**src/rtl/demux_pkg.sv**
```systemverilog
// -----------------------------------------------------------------------------
// demux_pkg
// Shared definitions for the registered 1-to-4 byte demultiplexer.
//   W_DEF      : default channel data width.
//   ch_t       : channel select code, encoded exactly as {S2,S1} on the mux.
//   ch_onehot  : channel -> load-mask bit (bit0=A, bit1=B, bit2=C, bit3=D).
//   ch_next    : round-robin successor, A -> B -> C -> D -> A.
// -----------------------------------------------------------------------------
package demux_pkg;

  localparam int W_DEF = 8;

  typedef enum logic [1:0] {
    CH_D = 2'b00,
    CH_C = 2'b01,
    CH_B = 2'b10,
    CH_A = 2'b11
  } ch_t;

  function automatic logic [3:0] ch_onehot(input ch_t c);
    logic [3:0] r_bit;
    r_bit = '0;
    case (c)
      CH_A:    r_bit = 4'b0001;
      CH_B:    r_bit = 4'b0010;
      CH_C:    r_bit = 4'b0100;
      CH_D:    r_bit = 4'b1000;
      default: r_bit = '0;
    endcase
    return r_bit;
  endfunction

  function automatic ch_t ch_next(input ch_t c);
    ch_t r_n;
    r_n = CH_A;
    case (c)
      CH_A:    r_n = CH_B;
      CH_B:    r_n = CH_C;
      CH_C:    r_n = CH_D;
      CH_D:    r_n = CH_A;
      default: r_n = CH_A;
    endcase
    return r_n;
  endfunction

endpackage

```
**src/rtl/demux_ch_reg.sv**
```systemverilog
// -----------------------------------------------------------------------------
// demux_ch_reg
// One output channel of the demultiplexer: a holding register plus the
// one-cycle valid pulse that marks the cycle it was updated.
// Ports:
//   i_clk  : rising-edge clock
//   i_rst  : asynchronous reset, active-high
//   i_ld   : load enable (this channel selected and written)
//   i_d    : data to load
//   o_q    : registered channel data
//   o_v    : high for exactly the cycle following a load edge
// -----------------------------------------------------------------------------
module demux_ch_reg #(
  parameter int             W       = 8,
  parameter logic [W-1:0]   RST_VAL = '0
) (
  input  logic         i_clk,
  input  logic         i_rst,
  input  logic         i_ld,
  input  logic [W-1:0] i_d,
  output logic [W-1:0] o_q,
  output logic         o_v
);

  logic [W-1:0] r_q;
  logic         r_v;

  always_ff @(posedge i_clk or posedge i_rst) begin
    if (i_rst) begin
      r_q <= RST_VAL;
      r_v <= 1'b0;
    end else begin
      r_v <= i_ld;
      if (i_ld) begin
        r_q <= i_d;
      end
    end
  end

  assign o_q = r_q;
  assign o_v = r_v;

endmodule

```
**src/rtl/demux14_8bit_reg.sv**
```systemverilog
// -----------------------------------------------------------------------------
// demux14_8bit_reg
// Registered 8-bit 1-to-4 demultiplexer. Routes DIN into holding registers
// A/B/C/D using the {S2,S1} code of the companion 4:1 mux, tracks which
// channels were loaded in the current frame, and flags FULL and OVR until ACK.
// Optional build macro: AUTO_SEL_EN -- when defined, AUTO=1 takes the channel
// from an internal round-robin pointer (A->B->C->D->A) instead of S2/S1.
// Ports:
//   CLK, RST         : clock, asynchronous active-high reset
//   DIN [W-1:0]      : data to distribute
//   WE               : write strobe
//   S2, S1           : channel select (11=A, 10=B, 01=C, 00=D)
//   AUTO             : round-robin select (only with AUTO_SEL_EN)
//   ACK              : clear frame state (mask, FULL, OVR, pointer)
//   A, B, C, D       : registered channel data
//   VA, VB, VC, VD   : one-cycle update pulses
//   FULL             : all four channels loaded since last ACK/reset
//   OVR              : sticky double-write overrun
// -----------------------------------------------------------------------------
module demux14_8bit_reg
  import demux_pkg::*;
#(
  parameter int           W       = W_DEF,
  parameter logic [W-1:0] RST_VAL = '0
) (
  input  logic         CLK,
  input  logic         RST,
  input  logic [W-1:0] DIN,
  input  logic         WE,
  input  logic         S2,
  input  logic         S1,
  input  logic         AUTO,
  input  logic         ACK,
  output logic [W-1:0] A,
  output logic [W-1:0] B,
  output logic [W-1:0] C,
  output logic [W-1:0] D,
  output logic         VA,
  output logic         VB,
  output logic         VC,
  output logic         VD,
  output logic         FULL,
  output logic         OVR
);

  ch_t        w_sel;
  logic [3:0] w_wr_oh;
  logic [3:0] w_mask_base;
  logic [3:0] w_mask_nxt;
  logic       w_ovr_nxt;

  logic [3:0] r_mask;
  logic       r_full;
  logic       r_ovr;

`ifdef AUTO_SEL_EN
  ch_t r_ptr;

  // The write in an ACK cycle uses the pre-clear pointer; the pointer itself
  // returns to A.
  always_ff @(posedge CLK or posedge RST) begin
    if (RST) begin
      r_ptr <= CH_A;
    end else if (ACK) begin
      r_ptr <= CH_A;
    end else if (WE && AUTO) begin
      r_ptr <= ch_next(r_ptr);
    end
  end

  always_comb begin
    w_sel = ch_t'({S2, S1});
    if (AUTO) begin
      w_sel = r_ptr;
    end
  end
`else
  logic w_unused_auto;
  assign w_unused_auto = AUTO;

  always_comb begin
    w_sel = ch_t'({S2, S1});
  end
`endif

  // ACK clears the frame first, then the same-cycle write is counted against
  // the cleared mask, so it can never raise OVR.
  always_comb begin
    w_wr_oh     = '0;
    w_mask_base = r_mask;
    if (WE) begin
      w_wr_oh = ch_onehot(w_sel);
    end
    if (ACK) begin
      w_mask_base = '0;
    end
    w_mask_nxt = w_mask_base | w_wr_oh;
    w_ovr_nxt  = (r_ovr & ~ACK) | (|(w_mask_base & w_wr_oh));
  end

  always_ff @(posedge CLK or posedge RST) begin
    if (RST) begin
      r_mask <= '0;
      r_full <= 1'b0;
      r_ovr  <= 1'b0;
    end else begin
      r_mask <= w_mask_nxt;
      r_full <= &w_mask_nxt;
      r_ovr  <= w_ovr_nxt;
    end
  end

  logic [W-1:0] w_q [4];
  logic [3:0]   w_v;

  for (genvar g = 0; g < 4; g++) begin : g_ch
    demux_ch_reg #(
      .W       (W),
      .RST_VAL (RST_VAL)
    ) u_ch (
      .i_clk (CLK),
      .i_rst (RST),
      .i_ld  (w_wr_oh[g]),
      .i_d   (DIN),
      .o_q   (w_q[g]),
      .o_v   (w_v[g])
    );
  end

  assign A    = w_q[0];
  assign B    = w_q[1];
  assign C    = w_q[2];
  assign D    = w_q[3];
  assign VA   = w_v[0];
  assign VB   = w_v[1];
  assign VC   = w_v[2];
  assign VD   = w_v[3];
  assign FULL = r_full;
  assign OVR  = r_ovr;

endmodule

```
**config.mk**
```make
export PLATFORM = sky130hd
export DESIGN_NAME = demux14_8bit_reg
export DESIGN_NICKNAME = d
export VERILOG_FILES = /design/src/rtl/demux_pkg.sv /design/src/rtl/demux_ch_reg.sv /design/src/rtl/demux14_8bit_reg.sv
export SDC_FILE = /design/constraint.sdc
export NUM_CORES = 1
export LEC_CHECK = 0
export CAP_MARGIN = 20
export CORE_AREA = 2 2 71 66
export DETAILED_ROUTE_END_ITERATION = 10
export DIE_AREA = 0 0 73 68
export GPL_ROUTABILITY_DRIVEN = 0
export PLACE_DENSITY = 0.8
export SYNTH_ARGS = -nofsm -noshare
export SYNTH_HDL_FRONTEND = slang
export SYNTH_SLANG_ARGS = --single-unit
```
**constraint.sdc**
```tcl
create_clock -name CLK -period 1.45 [get_ports CLK]
set_input_delay 0.435 -clock CLK [delete_from_list [all_inputs] [get_ports CLK]]
set_output_delay 0.435 -clock CLK [all_outputs]
set_load 0.02 [all_outputs]
```
==> flow_summary_export.csv, run 1 <==
group,metric,value,unit
clock_tree,numCtsBuffers,5,
timing,drv_slew,0,
global_routing,grt_pass1_wl,6.14,mm
setup_path,max_stage_delay,400,ps
synth,syn_avg_cell_area,15.9,µm²
synth,yosys_warnings,0,
setup_path,crit_path_end_kind,"primary output",
cells_and_area,final_util,55.1,%
setup_path,crit_family,"flip-flops",
place,portBuffers,51,
clock_tree,clock_latency,290,ps
synth,syn_nets,121,
run_status,status,"complete, no violations",
global_routing,antenna_found_initial,0,
synth,synth.area.top_cells,"dfrtp_1, mux2_2, buf_6",
setup_path,path_cells,"clkdlybuf4s15_1",
floorplan,dieHeight,68,µm
global_routing,grt_overflow,0,
power_and_ir_drop,peakVddDrop,0.000840,V
synth,yosys.area.top_type_share,62.2,%
route,drtIter0Drc,43,
timing,max_freq,703,MHz
power_and_ir_drop,power.total,3.04,mW
cells_and_area,synthToLayoutAreaGrowth,39.8,%
floorplan,rows,23,
route,first_pass_iters,4,
setup_path,start_kind,"register",
setup_path,critPathBufInv,1,
route,finalWirelength,3.67,mm
synth,synth.distinct_cells,20,
floorplan,io_pins,53,
cells_and_area,nFillCells,343,
synth,ys_ff_latch,42,
synth,ys_seq_area_share,62.2,%
synth,synthCells,106,
timing,min_period_over_period,98.2,%
timing,tightest_slew,261,ps
clock_tree,cts_max_level,2,
hold_path,min_path_type,"primary input to async pin",
synth,syn_area,0.00169,mm²
route,wl_per_cell,16.4,µm
synth,synth_commonest_cells,"dfrtp_1, mux2_2, inv_1, buf_6, nand2_1",
cells_and_area,drive_gt1_share,45.4,%
power_and_ir_drop,leakage,1.14,nW
clock_tree,cts_hold_buf,0,
floorplan,fp.coreArea,0.00429,mm²
floorplan,dieWidth,73,µm
route,drc,0,
setup_path,arrival,990,ps
timing,finalHoldViolations,0,
synth,synth_top_cell_by_area,"dfrtp_1",
cells_and_area,insertedDiodeCount,0,
clock_tree,clockBufferDepth,2,
clock_tree,path_clk_slew,80,ps
power_and_ir_drop,power.density,1290,mW/mm²
setup_path,critPathSlowestCell,"dfrtp_1",
place,hpwl,2.48,mm
route,num_vias,1086,
setup_path,path_max_fanout,2,
synth,synth_edf_count,0,
timing,max-slew-margin-rel,82.6,%
synth,ys.flop_type,"dfrtp_1",
timing,grt_setup_unrepaired,"no",
cells_and_area,seqCellArea,0.00105,mm²
cells_and_area,fin_cells,224,
timing,skew,2.30,ps
place,placed_cells,213,
global_routing,grt_max_degree,43,
timing,setup_viol,0,
timing,min_period,1420,ps
synth,yosysMostFrequentCell,"dfrtp_1",
clock_tree,clock-sinks,42,
cells_and_area,multiInputGateArea,571,µm²
cells_and_area,finalNetCount,188,
global_routing,first_global_vias,1204,
clock_tree,cts_tree,"built",
global_routing,grt_use_total,17.2,%
clock_tree,root_buffer,"clkbuf_8",
route,avgViaCountPerCell,4.85,
synth,async_reset_ff_share,100,%
run,drv_cap,0,
floorplan,start_util,39.4,%
route,ant_nets,0,
floorplan,fp.dieArea,0.00496,mm²
setup_path,critical_path_class,"register to primary output",
setup_path,cp.required,1020,ps
## cell families (layout without fill, tap and decap cells)
group           after synthesis  in the layout  share of synthesized area, %
compound gates                9              9                          4.37
simple gates                 11             12                          6.88
flops                        42             42                          62.2
buf+inv                      11             78                          4.66
mux                          33             33                          21.9
## report_power, final
group / switching, mW / internal (mW)
clock network: 0.386 / 0.384
logic: 0.429 / 0.376
registers: 0.108 / 1.36
total: 0.922 / 2.12
## sequential cells by signal, summed over array words and instances, names as in the netlist
name	flops
g_ch.u_ch.o_v	4
OVR	1
g_ch.u_ch.o_q	32
FULL	1
r_mask	4
## layout make-up
class	instances	share of cell area, %
Clock buffer	7	3.65
Sequential cell	42	44.5
Tap cell	50	2.65
Timing Repair Buffer	64	23.9
Multi-Input combinational cell	54	24.1
Inverter	6	0.953
Clock inverter	1	0.212
## routing by layer
layer	part of all wire [%]	GRT usage, %	routed length, µm
met4	1.7	7.64	64
met2	46	25.6	1710
met1	45	22.3	1650
met5	0	0	0
met3	6.8	6.63	249
## layout by cell type (no fill, tap or decap), drive strengths merged
master,n
nand3,3
nand3b,2
nor3b,1
dlygate4sd2,6
o21ai,2
inv,6
o22ai,1
o21ba,1
clkbuf,24
and3,1
dfrtp,42
nand4b,2
a211oi,1
mux2i,1
buf,13
a21o,3
o21a,1
clkdlybuf4s50,10
clkinv,1
mux2,32
nand2,3
clkdlybuf4s15,18
## timing repair
action | in CTS | in global routing
buffers inserted | 1 | 0
gates resized for setup | 63 | 33
pin swaps | 1 | 0
hold endpoints to repair | 0 | 0
endpoints found under the setup margin | 73 | 36
cloned | 2 | 0
## final timing paths
kind	start	end	slack (ps)	depth (start not counted)
worst max-delay path	g_ch[2].u_ch.o_q[5]$_DFFE_PP0P_	C[5]	30	1
worst min-delay path	RST	g_ch[1].u_ch.o_q[2]$_DFFE_PP0P_	480	3
worst max register to register	r_mask[1]$_DFF_PP0_	FULL$_DFF_PP0_	540	3
worst min register to register	g_ch[1].u_ch.o_q[7]$_DFFE_PP0P_	g_ch[1].u_ch.o_q[7]$_DFFE_PP0P_	510	1
max in group asynchronous	RST	g_ch[0].u_ch.o_v$_DFF_PP0_	760	3
min in group CLK	g_ch[1].u_ch.o_q[7]$_DFFE_PP0P_	g_ch[1].u_ch.o_q[7]$_DFFE_PP0P_	510	1
## per-stage QoR
step | setup TNS, ps | hold WS [ps] | area [µm²] | setup slack, ps
floorplan | 0 | 492 | 1690 | 40.6
global placement | -14420 | 489 | 2310 | -416
detailed placement | -16170 | 492 | 2310 | -473
CTS | 0 | 489 | 2430 | 0.181
global route | 0 | 503 | 2360 | 0.187
finish | 0 | 482 | 2360 | 26.8
Note: power is estimated with default switching activity, not from simulation.
==> run 2: changes to the inputs <==
CORE_AREA = 3 3 72 67   (was 2 2 71 66)
DIE_AREA = 0 0 75 70   (was 0 0 73 68)
==> run 2 against run 1 <==
  * Highest routed layer unchanged
  * Combinational power hardly changed
  * Worst setup slack better by 1.4 ps
  * Clock power hardly changed
  * Critical path depth stayed put
  * Utilization is 2.0 points higher
  * Hold slack better by 19 ps
  * Critical path type unchanged
  * Non-clock buffer count stayed put
  * Via count is 0.28% higher
  * Sequential share of layout area is 0.36 points higher
==> flow_summary_export.csv, run 2 (synthesis gave the netlist of run 1 again) <==
group,metric,value,unit
setup_path,critical_path_class,"register to primary output",
timing,drv_slew,0,
global_routing,grt_pass1_wl,6.22,mm
floorplan,fp.coreArea,0.00410,mm²
place,portBuffers,51,
floorplan,start_util,41.2,%
clock_tree,path_clk_slew,80,ps
clock_tree,cts_max_level,2,
power_and_ir_drop,power.density,1290,mW/mm²
clock_tree,clock-sinks,42,
cells_and_area,synthToLayoutAreaGrowth,38.7,%
timing,tightest_slew,221,ps
global_routing,grt_max_degree,43,
global_routing,grt_use_total,16.0,%
cells_and_area,layout_common_cells,"dfrtp_1, mux2_2, clkbuf_2",
route,drtIter0Drc,63,
setup_path,crit_family,"flip-flops",
hold_path,min_path_type,"primary input to async pin",
clock_tree,cts_hold_buf,0,
setup_path,max_stage_delay,400,ps
run_status,status,"complete, no violations",
power_and_ir_drop,leakage,1.14,nW
global_routing,first_global_vias,1257,
clock_tree,numCtsBuffers,5,
timing,min_period,1420,ps
clock_tree,clock_latency,290,ps
floorplan,fp.dieArea,0.00525,mm²
clock_tree,root_buffer,"clkbuf_8",
cells_and_area,seqCellArea,0.00105,mm²
setup_path,path_max_fanout,2,
timing,finalHoldViolations,0,
setup_path,start_kind,"register",
place,hpwl,2.55,mm
setup_path,critPathBufInv,1,
timing,setup_viol,0,
power_and_ir_drop,power.total,3.04,mW
floorplan,dieWidth,75,µm
floorplan,dieHeight,70,µm
route,finalWirelength,3.70,mm
power_and_ir_drop,peakVddDrop,0.000877,V
cells_and_area,final_util,57.2,%
timing,min_period_over_period,98.1,%
clock_tree,clockBufferDepth,2,
timing,skew,0.461,ps
cells_and_area,drive_gt1_share,46.8,%
timing,max_freq,703,MHz
setup_path,crit_path_end_kind,"primary output",
route,ant_nets,0,
timing,grt_setup_unrepaired,"no",
route,avgViaCountPerCell,4.93,
cells_and_area,multiInputGateArea,561,µm²
route,first_pass_iters,4,
cells_and_area,finalNetCount,187,
cells_and_area,insertedDiodeCount,0,
timing,setup_ws,28.2,ps
setup_path,cp.required,1020,ps
global_routing,antenna_found_initial,0,
setup_path,critPathSlowestCell,"dfrtp_1",
floorplan,rows,22,
global_routing,grt_overflow,0,
timing,fin_tns_setup,0,ps
floorplan,io_pins,53,
route,num_vias,1089,
run,drv_cap,0,
setup_path,path_cells,"clkdlybuf4s15_1",
route,wl_per_cell,16.7,µm
clock_tree,cts_tree,"built",
cells_and_area,largest_reg_flops,32,
cells_and_area,final_common_cell,"dfrtp_1",
timing,max-slew-margin-rel,85.3,%
route,drc,0,
cells_and_area,nFillCells,324,
place,place_ws,-473,ps
setup_path,arrival,990,ps
timing,whs,501,ps
[run 2: worst min-delay path: cells and delay by family]
family   cells  cell delay [ps]
buf+inv      3              730
[run 2: power breakdown]
group / internal [mW] / switching, mW / leakage [nW]
combinational: 0.371 / 0.431 / 0.580
clock: 0.382 / 0.389 / 0.0472
sequential: 1.36 / 0.107 / 0.512
[run 2: cell type report]
class / count / share of cell area [%]
flip-flops and latches: 42 / 44.8
multi-input cells: 53 / 23.9
repair buffers: 64 / 23.7
clock buffers: 6 / 3.52
well taps: 48 / 2.56
inverters: 6 / 0.961
clock inverters: 2 / 0.534
[run 2: what timing repair did]
action	4_1_cts	5_1_grt
resized for setup	54	41
pin swaps	1	1
setup endpoints to repair	73	37
buffers inserted	2	0
gates cloned	1	0
[run 2: final timing paths]
check | from | endpoint | slack, ps | cells past startpoint
setup / recovery | OVR$_DFF_PP0_ | OVR | 30 | 1
hold / removal | RST | r_mask[2]$_DFF_PP0_ | 500 | 3
setup reg to reg | r_mask[3]$_DFF_PP0_ | OVR$_DFF_PP0_ | 510 | 3
hold reg to reg | g_ch[0].u_ch.o_q[3]$_DFFE_PP0P_ | g_ch[0].u_ch.o_q[3]$_DFFE_PP0P_ | 510 | 1
max in group asynchronous | RST | g_ch[0].u_ch.o_q[6]$_DFFE_PP0P_ | 750 | 3
min in group CLK | g_ch[0].u_ch.o_q[3]$_DFFE_PP0P_ | g_ch[0].u_ch.o_q[3]$_DFFE_PP0P_ | 510 | 1
[run 2: metal layers]
metal,routed length [µm],GRT usage (%)
met5,0,0
met2,1710,23.8
met1,1570,19.3
met4,79,7.71
met3,336,7.63
[run 2: stage by stage]
stage          instance area, µm²  instances
6_report                     2340        221
4_1_cts                      2410        221
3_3_place_gp                 2300        210
5_1_grt                      2340        221
2_1_floorplan                1690        106
3_5_place_dp                 2300        210
==> run 3: changes to the inputs <==
GPL_TIMING_DRIVEN = 1   (was default)
RECOVER_POWER = 100   (was default)
==> run 3 against run 2 <==
  * First-iteration DRC count down 17%
  * Flip-flop and latch count unchanged
  * Clock skew barely moved
  * Cell area shrank 2.4%
  * Critical endpoint unchanged
  * Largest cell class unchanged
==> flow_summary_export.csv, run 3 (synthesis gave the netlist of run 1 again) <==
group,metric,value,unit
timing,skew,0.577,ps
route,avgViaCountPerCell,4.90,
run_status,status,"complete, no violations",
setup_path,start_kind,"register",
setup_path,crit_path_end_kind,"primary output",
route,drc,0,
setup_path,cp.required,1020,ps
route,ant_nets,0,
route,finalWirelength,3.68,mm
clock_tree,clock-sinks,42,
timing,grt_setup_unrepaired,"no",
cells_and_area,final_util,55.8,%
clock_tree,clockBufferDepth,2,
floorplan,io_pins,53,
power_and_ir_drop,peakVddDrop,0.000865,V
timing,drv_slew,0,
setup_path,arrival,990,ps
clock_tree,clock_latency,290,ps
hold_path,min_path_type,"register to register",
timing,min_period,1420,ps
cells_and_area,largest_reg_flops,32,
global_routing,grt_max_degree,43,
setup_path,path_max_fanout,2,
power_and_ir_drop,p_clk_share,25.7,%
timing,fin_tns_setup,0,ps
route,num_vias,1084,
timing,min_period_over_period,98.1,%
power_and_ir_drop,combPwrFrac,25.6,%
power_and_ir_drop,netSwitchingFraction,30.7,%
cells_and_area,final_common_cell,"dfrtp_1",
setup_path,rrSetupSlack,490,ps
place,place_ws,-473,ps
timing,setup_ws,27.3,ps
setup_path,crit_family,"flip-flops",
setup_path,worst-r2r-cell-count,3,
timing,whs,508,ps
power_and_ir_drop,leakage,1.08,nW
timing,finalHoldViolations,0,
cells_and_area,synthToLayoutAreaGrowth,35.4,%
global_routing,grt_pass1_wl,6.22,mm
cells_and_area,insertedDiodeCount,0,
setup_path,critical_path_class,"register to primary output",
setup_path,critPathBufInv,1,
floorplan,dieHeight,70,µm
global_routing,first_global_vias,1257,
route,wl_per_cell,16.6,µm
cells_and_area,drive_gt1_share,36.4,%
power_and_ir_drop,p_int,2.08,mW
setup_path,cp-endpoint,"OVR",
setup_path,max_stage_delay,400,ps
clock_tree,cts_tree,"built",
setup_path,path_cells,"clkdlybuf4s15_1",
cells_and_area,layout_common_cells,"dfrtp_1, mux2_2, clkbuf_1",
floorplan,fp.coreArea,0.00410,mm²
timing,tightest_slew,553,ps
power_and_ir_drop,power.net_switching,0.921,mW
clock_tree,cts_max_level,2,
floorplan,rows,22,
route,first_pass_iters,4,
place,hpwl,2.55,mm
global_routing,grt_use_total,16.0,%
clock_tree,root_buffer,"clkbuf_8",
setup_path,r2r_end,"OVR$_DFF_PP0_",
setup_path,r2r_start,"r_mask[3]$_DFF_PP0_",
setup_path,path_depth,1,
route,drtIter0Drc,52,
setup_path,critPathSlowestCell,"dfrtp_1",
floorplan,dieWidth,75,µm
power_and_ir_drop,seq_power_share,48.7,%
run,drv_cap,0,
power_and_ir_drop,power.density,1310,mW/mm²
power_and_ir_drop,power.total,3.00,mW
timing,setup_viol,0,
global_routing,antenna_found_initial,0,
place,portBuffers,51,
clock_tree,path_clk_slew,80,ps
cells_and_area,nFillCells,338,
floorplan,fp.dieArea,0.00525,mm²
cells_and_area,finalNetCount,187,
clock_tree,numCtsBuffers,5,
setup_path,cp-startpoint,"OVR$_DFF_PP0_",
global_routing,grt_overflow,0,
floorplan,start_util,41.2,%
timing,max_freq,703,MHz
timing,max-slew-margin-rel,63.1,%
## run 3: changes by cell type in the layout (fill, tap and decap cells not counted)
| cell | before | now |
|---|---|---|
| clkbuf_2 | 19 | 4 |
| clkdlybuf4s50_1 | 10 | 9 |
| a211oi_2 | 1 | 0 |
| buf_4 | 10 | 8 |
| dlygate4sd3_1 | 0 | 1 |
| a211oi_1 | 0 | 1 |
| clkbuf_4 | 0 | 2 |
| clkbuf_1 | 0 | 17 |
| buf_12 | 2 | 0 |
## run 3: stage by stage
step	std cells	area, µm²
final	221	2290
after floorplan	106	1690
after global routing	221	2290
after global placement	210	2300
after detailed placement	210	2300
after CTS	221	2410
## run 3: how the worst min path moves through the flow
stage                                          startpoint                              end  slack (ps)  cells past startpoint
after detailed placement  g_ch[1].u_ch.o_q[5]$_DFFE_PP0P_  g_ch[1].u_ch.o_q[5]$_DFFE_PP0P_         490                      1
final                     g_ch[0].u_ch.o_q[3]$_DFFE_PP0P_  g_ch[0].u_ch.o_q[3]$_DFFE_PP0P_         510                      1
after CTS                                             RST                   FULL$_DFF_PP0_         510                      3
after global placement    g_ch[1].u_ch.o_q[3]$_DFFE_PP0P_  g_ch[1].u_ch.o_q[3]$_DFFE_PP0P_         490                      1
after global routing      g_ch[1].u_ch.o_q[0]$_DFFE_PP0P_  g_ch[1].u_ch.o_q[0]$_DFFE_PP0P_         510                      1
after floorplan                       r_mask[0]$_DFF_PP0_              r_mask[0]$_DFF_PP0_         490                      1
## run 3: routing by layer
| layer | wire (µm) | vias up | share of wire (%) | track usage, % |
|---|---|---|---|---|
| met5 | 0 | - | 0 | 0 |
| met4 | 55 | 0 | 1.5 | 7.71 |
| met3 | 315 | 6 | 8.6 | 7.63 |
| met2 | 1730 | 39 | 47 | 23.8 |
| met1 | 1580 | 541 | 43 | 19.3 |
| li1 | - | 498 | - | - |
## run 3: what timing repair did
| item | in CTS | in global routing |
|---|---|---|
| resized for setup | 54 | 41 |
| gates cloned | 1 | 0 |
| hold buffers | 0 | 0 |
| buffers inserted | 2 | 0 |
| pin swaps | 1 | 1 |
| hold endpoints to repair | 0 | 0 |
| endpoints found under the setup margin | 73 | 37 |
## run 3: power by group through the flow
stage	clock (mW)	sequential [mW]	combinational, mW
2_1_floorplan	0	1.69	0.242
3_3_place_gp	0	1.47	0.920
3_5_place_dp	0	1.48	0.940
4_1_cts	0.794	1.46	0.839
5_1_grt	0.851	1.48	0.826
6_report	0.769	1.46	0.768
## run 3: area by class of cell
cell class	instances	area [µm²]	share of cell area, %
flip-flops and latches	42	1050	45.9
clock buffers	6	82.6	3.61
multi-input cells	53	556	24.3
inverters	6	22.5	0.984
clock inverters	2	12.5	0.547
repair buffers	64	504	22.0
well taps	48	60.1	2.62
